<file path="src/rtl/fetch_ifu.sv">
// Instruction-fetch stage: owns the PC, issues credit-limited in-order imem requests,
// pairs each response with its PC and queues {pc,instr} toward decode; redirects squash wrong-path fetches.
module fetch_ifu #(
  parameter logic [63:0] RESET_PC = 64'h0000_0000_8000_0000,
  parameter int          DEPTH    = 2
) (
  input  logic        clk,
  input  logic        rst,
  output logic        imem_req_valid,
  input  logic        imem_req_ready,
  output logic [63:0] imem_req_addr,
  input  logic        imem_rsp_valid,
  output logic        imem_rsp_ready,
  input  logic [31:0] imem_rsp_data,
  input  logic        redirect_valid,
  input  logic [63:0] redirect_pc,
  output logic        fetch_o_valid,
  output logic [63:0] fetch_o_pc,
  output logic [31:0] fetch_o_instr,
  input  logic        fetch_i_ready
);
  localparam int            AW      = $clog2(DEPTH);
  localparam logic [AW+1:0] DEPTH_L = (AW+2)'(DEPTH);

  typedef struct packed {
    logic [63:0] pc;
    logic [31:0] instr;
  } fetch_ent_t;

  logic [63:0]            pc_q, pc_d;
  logic [DEPTH-1:0][63:0] ifq_q, ifq_d;
  logic [AW-1:0]          if_wp_q, if_wp_d, if_rp_q, if_rp_d;
  logic [AW:0]            inflight_q, inflight_d;
  fetch_ent_t [DEPTH-1:0] oq_q, oq_d;
  logic [AW-1:0]          oq_wp_q, oq_wp_d, oq_rp_q, oq_rp_d;
  logic [AW:0]            q_count_q, q_count_d;
  logic [AW:0]            drop_q, drop_d;
  logic                   req_fire, rsp_fire, out_fire, keep;

  // One credit per request in flight or entry queued, so responses always have room.
  assign imem_req_valid = ~rst & (({1'b0, inflight_q} + {1'b0, q_count_q}) < DEPTH_L);
  assign imem_req_addr  = pc_q;
  assign imem_rsp_ready = 1'b1;
  assign fetch_o_valid  = (q_count_q != '0);
  assign fetch_o_pc     = fetch_o_valid ? oq_q[oq_rp_q].pc    : '0;
  assign fetch_o_instr  = fetch_o_valid ? oq_q[oq_rp_q].instr : '0;

  assign req_fire = imem_req_valid & imem_req_ready;
  assign rsp_fire = imem_rsp_valid & (inflight_q != '0);
  assign out_fire = fetch_o_valid & fetch_i_ready;
  assign keep     = rsp_fire & (drop_q == '0) & ~redirect_valid;

  always_comb begin
    pc_d       = pc_q;
    ifq_d      = ifq_q;
    if_wp_d    = if_wp_q;
    if_rp_d    = if_rp_q;
    oq_d       = oq_q;
    oq_wp_d    = oq_wp_q;
    oq_rp_d    = oq_rp_q;
    drop_d     = drop_q;
    inflight_d = inflight_q + (AW+1)'(req_fire) - (AW+1)'(rsp_fire);
    q_count_d  = q_count_q + (AW+1)'(keep) - (AW+1)'(out_fire);
    if (req_fire) begin
      ifq_d[if_wp_q] = pc_q;
      if_wp_d        = if_wp_q + AW'(1);
      pc_d           = pc_q + 64'd4;
    end
    if (rsp_fire) begin
      if_rp_d = if_rp_q + AW'(1);
      if (drop_q != '0) drop_d = drop_q - (AW+1)'(1);
    end
    if (keep) begin
      oq_d[oq_wp_q].pc    = ifq_q[if_rp_q];
      oq_d[oq_wp_q].instr = imem_rsp_data;
      oq_wp_d             = oq_wp_q + AW'(1);
    end
    if (out_fire) oq_rp_d = oq_rp_q + AW'(1);
    // Everything still in flight after this cycle's events is wrong-path.
    if (redirect_valid) begin
      pc_d      = redirect_pc & ~64'h3;
      oq_wp_d   = '0;
      oq_rp_d   = '0;
      q_count_d = '0;
      drop_d    = inflight_d;
    end
  end

  always_ff @(posedge clk or posedge rst) begin
    if (rst) begin
      pc_q       <= RESET_PC;
      ifq_q      <= '0;
      if_wp_q    <= '0;
      if_rp_q    <= '0;
      inflight_q <= '0;
      oq_q       <= '0;
      oq_wp_q    <= '0;
      oq_rp_q    <= '0;
      q_count_q  <= '0;
      drop_q     <= '0;
    end else begin
      pc_q       <= pc_d;
      ifq_q      <= ifq_d;
      if_wp_q    <= if_wp_d;
      if_rp_q    <= if_rp_d;
      inflight_q <= inflight_d;
      oq_q       <= oq_d;
      oq_wp_q    <= oq_wp_d;
      oq_rp_q    <= oq_rp_d;
      q_count_q  <= q_count_d;
      drop_q     <= drop_d;
    end
  end
endmodule

</file>
<file path="config.mk">
export PLATFORM = sky130hd
export DESIGN_NAME = fetch_ifu
export DESIGN_NICKNAME = d
export VERILOG_FILES = /design/src/rtl/fetch_ifu.sv
export SDC_FILE = /design/constraint.sdc
export NUM_CORES = 1
export LEC_CHECK = 0
export BUFFER_PORTS_ARGS = -buffer_cell sky130_fd_sc_hd__buf_2
export CORE_MARGIN = 4
export CORE_UTILIZATION = 50
export DETAILED_ROUTE_END_ITERATION = 16
export PLACE_DENSITY = 0.67
export SLEW_MARGIN = 20
export SYNTH_ARGS = -nofsm -noshare
export SYNTH_HDL_FRONTEND = slang
export SYNTH_SLANG_ARGS = --single-unit
</file>
<file path="constraint.sdc">
create_clock -name clk -period 14.4 [get_ports clk]
set_input_delay 0 -clock clk [delete_from_list [all_inputs] [get_ports clk]]
set_output_delay 0 -clock clk [all_outputs]
set_load 0.02 [all_outputs]
</file>
==> results.sh <==
export IMPL_cp_arrival_ps=4310
export IMPL_synth_most_common_cell="dfrtp_1"
export IMPL_drive_gt1_share_pct=27.9
export IMPL_synth_ff_type="dfrtp_1"
export IMPL_start_kind="register"
export IMPL_yosys_warnings=0
export IMPL_setup_violations=0
export IMPL_grt_pass1_vias=13477
export IMPL_drc=0
export IMPL_cp_end_kind="register"
export IMPL_p_sw_mw=1.60
export IMPL_routed_via_density=5.53
export IMPL_outcome="finished, final reports clean"
export IMPL_layout_setup_ws_ps=10550
export IMPL_wirelength_mm=45.9
export IMPL_die_w_um=196
export IMPL_root_buffer="clkbuf_16"
export IMPL_grt_total_usage_pct=23.5
export IMPL_clk_latency_ps=530
export IMPL_clockBufferDepth=3
export IMPL_clkPwrFrac_pct=24.5
export IMPL_relSlewSlack_pct=27.2
export IMPL_synth_commonest_cells="dfrtp_1 (383), nor2_1 (249), mux2_2 (186)"
export IMPL_syn_inst=1602
export IMPL_netSwitchingFraction_pct=35.3
export IMPL_internal_power_mw=2.93
export IMPL_rows=68
export IMPL_leakage_nw=9.81
export IMPL_finalSetupTns_ps=0
export IMPL_cellPowerDensity_mw_per_mm2=209
export IMPL_htreeDepth=2
export IMPL_core_area_mm2=0.0347
export IMPL_start_util_pct=50.9
export IMPL_synth_top_area_share_pct=54.2
export IMPL_required_ps=14860
export IMPL_total_power_mw=4.53
export IMPL_ys_types=44
export IMPL_min_period_over_period_pct=26.7
export IMPL_syn_avg_cell_area_um2=11.0
export IMPL_ant_nets=0
export IMPL_r2r_slack_ps=10550
export IMPL_pre_cts_ws_ps=10510
export IMPL_portBuffers=257
export IMPL_synth_area_leader_cell="dfrtp_1"
export IMPL_syn_cell_area_mm2=0.0177
export IMPL_worstHoldPathCells=4
export IMPL_nets=2017
export IMPL_synth_top_cells_by_area="dfrtp_1 (54%), mux2_2 (12%), mux2i_1 (8.9%)"
export IMPL_cts_tree="yes"
export IMPL_vdd_ir_drop_worst_uv=118
export IMPL_synth_seq_cells=384
export IMPL_die_h_um=196
export IMPL_holdWs_ps=29.0
export IMPL_grt_overflow=0
export IMPL_rsz0062_at_grt="false"
export IMPL_synth_edf_count=0
export IMPL_antenna_cells=0
export IMPL_drt_iter0_drc=687
export IMPL_die_area_mm2=0.0384
export IMPL_dpl_hpwl_mm=28.9
export IMPL_place_area_mm2=0.0193
export IMPL_globalplace_congestion=0.791
export IMPL_numCtsBuffers=41
export IMPL_period_minus_slack_ps=3850
export IMPL_max_freq_mhz=260
export IMPL_antenna_found_initial=1
export IMPL_drt_pass1_iter_count=5
export IMPL_ys_seq_area_share_pct=54.3
export IMPL_async_flop_share_pct=100
export IMPL_hold_class="input pin to register"
export IMPL_avgRoutedWirePerCell_um=19.2
export IMPL_final_area_mm2=0.0217
export IMPL_reg2regPathDepth=8
export IMPL_crit_type="register to register"
export IMPL_clk_pin_slew_ps=60
export IMPL_drv_cap=0
export IMPL_slew_viol_final=0
export IMPL_seqPwrFrac_pct=40.6
export IMPL_io_pins=265
export IMPL_clock_sinks=384
export IMPL_grt_max_degree=186
export IMPL_syn_to_final_growth_pct=22.9
export IMPL_via_count=13247
export IMPL_p_comb_share_pct=34.9
export IMPL_final_hold_viol_count=0
export IMPL_skew_ps=13.0
export IMPL_path_max_fanout=8
export IMPL_grt_pass1_wl_mm=73.3
export IMPL_tightestPinTransition_ps=1090
==> flip-flops by register name (all words and copies together) (netlist names) <==
register       flops
oq_rp_q            1
imem_req_addr     62
oq_wp_q            1
oq_q             188
q_count_q          2
if_rp_q            1
ifq_q            124
if_wp_q            1
drop_q             2
inflight_q         2
==> final cells by class <==
| cell class | instances | area, µm² |
|---|---|---|
| Clock inverter | 12 | 189 |
| Sequential cell | 384 | 9620 |
| Inverter | 16 | 67.6 |
| Fill cell | 2862 | 13000 |
| Clock buffer | 62 | 1250 |
| Tap cell | 455 | 569 |
| Multi-Input combinational cell | 1095 | 7630 |
| Timing Repair Buffer | 370 | 2410 |
==> repair_timing <==
item / 4_1_cts / 5_1_grt
hold endpoints to repair: 251 / 0
buffers inserted: 0 / 0
hold buffers: 97 / 0
resized for setup: 0 / 0
==> per-layer routing <==
| metal | vias to the layer above | GRT usage, % | wire length (µm) |
|---|---|---|---|
| met4 | 2 | 7.19 | 1280 |
| met2 | 310 | 38.5 | 21800 |
| li1 | 6227 | - | - |
| met5 | - | 0 | 13 |
| met3 | 87 | 3.42 | 2100 |
| met1 | 6621 | 32.6 | 20700 |
==> worst paths after layout <==
kind / from / end
max: q_count_q[0] / imem_req_addr[47]
min: imem_req_ready / if_wp_q
max reg2reg: q_count_q[0] / imem_req_addr[47]
min in group asynchronous: rst / q_count_q[0]
max in group asynchronous: rst / oq_q[68]
min reg2reg: ifq_q[119] / ifq_q[119]
==> metrics by stage <==
step	instances	utilization, %
3_5_place_dp	2222	55.6
3_3_place_gp	2222	55.6
4_1_cts	2393	62.5
6_report	2394	62.6
2_1_floorplan	1605	-
5_1_grt	2394	62.6
==> power groups by stage <==
| stage | Combinational [mW] | Sequential (mW) | Clock, mW |
|---|---|---|---|
| floorplan | 1.20 | 1.75 | 0 |
| CTS | 1.60 | 1.84 | 1.14 |
| finish | 1.58 | 1.84 | 1.11 |
| detailed placement | 1.57 | 1.85 | 0 |
| global route | 1.75 | 1.90 | 1.18 |
| global placement | 1.53 | 1.82 | 0 |
==> worst max-delay path: stages, from the launching register on <==
cell and delay [ps]:
dfrtp_1 420, and2_1 180, fa_1 500, nor4b_4 700, inv_2 210, nor2_1 660, nand4_1 440, or4_1 570
nand3_1 90
==> cell families after synthesis <==
group / synth area share, %
DFF: 54.3
xor gates and xnor gates: 2.23
and+or+nand+nor: 12.4
adders and majority gates: 0.538
muxes: 20.7
buffers and inverters: 2.82
AOI/OAI and AO/OA: 6.93
other: 0.0425
==> cell usage in the layout, fill, tap and decap left out, types with 6 or more instances in the layout <==
cell type / count
nand4_1: 29
nand3_1: 28
mux2_2: 186
a31oi_1: 17
clkinv_2: 6
nor2b_1: 7
clkbuf_1: 9
nor2_1: 247
nand2_1: 79
and2_1: 6
xnor2_1: 22
dfrtp_1: 381
and3_1: 13
o211ai_1: 7
mux2i_1: 157
nor4_1: 7
or4_1: 17
inv_1: 14
buf_2: 256
xor2_1: 23
ha_1: 6
a21oi_1: 128
buf_4: 15
dlygate4sd3_1: 97
and4_1: 14
clkbuf_8: 10
o21ai_0: 45
nor3_1: 9
clkbuf_16: 43
o31ai_1: 16
Note: power is estimated with default switching activity, not from simulation.
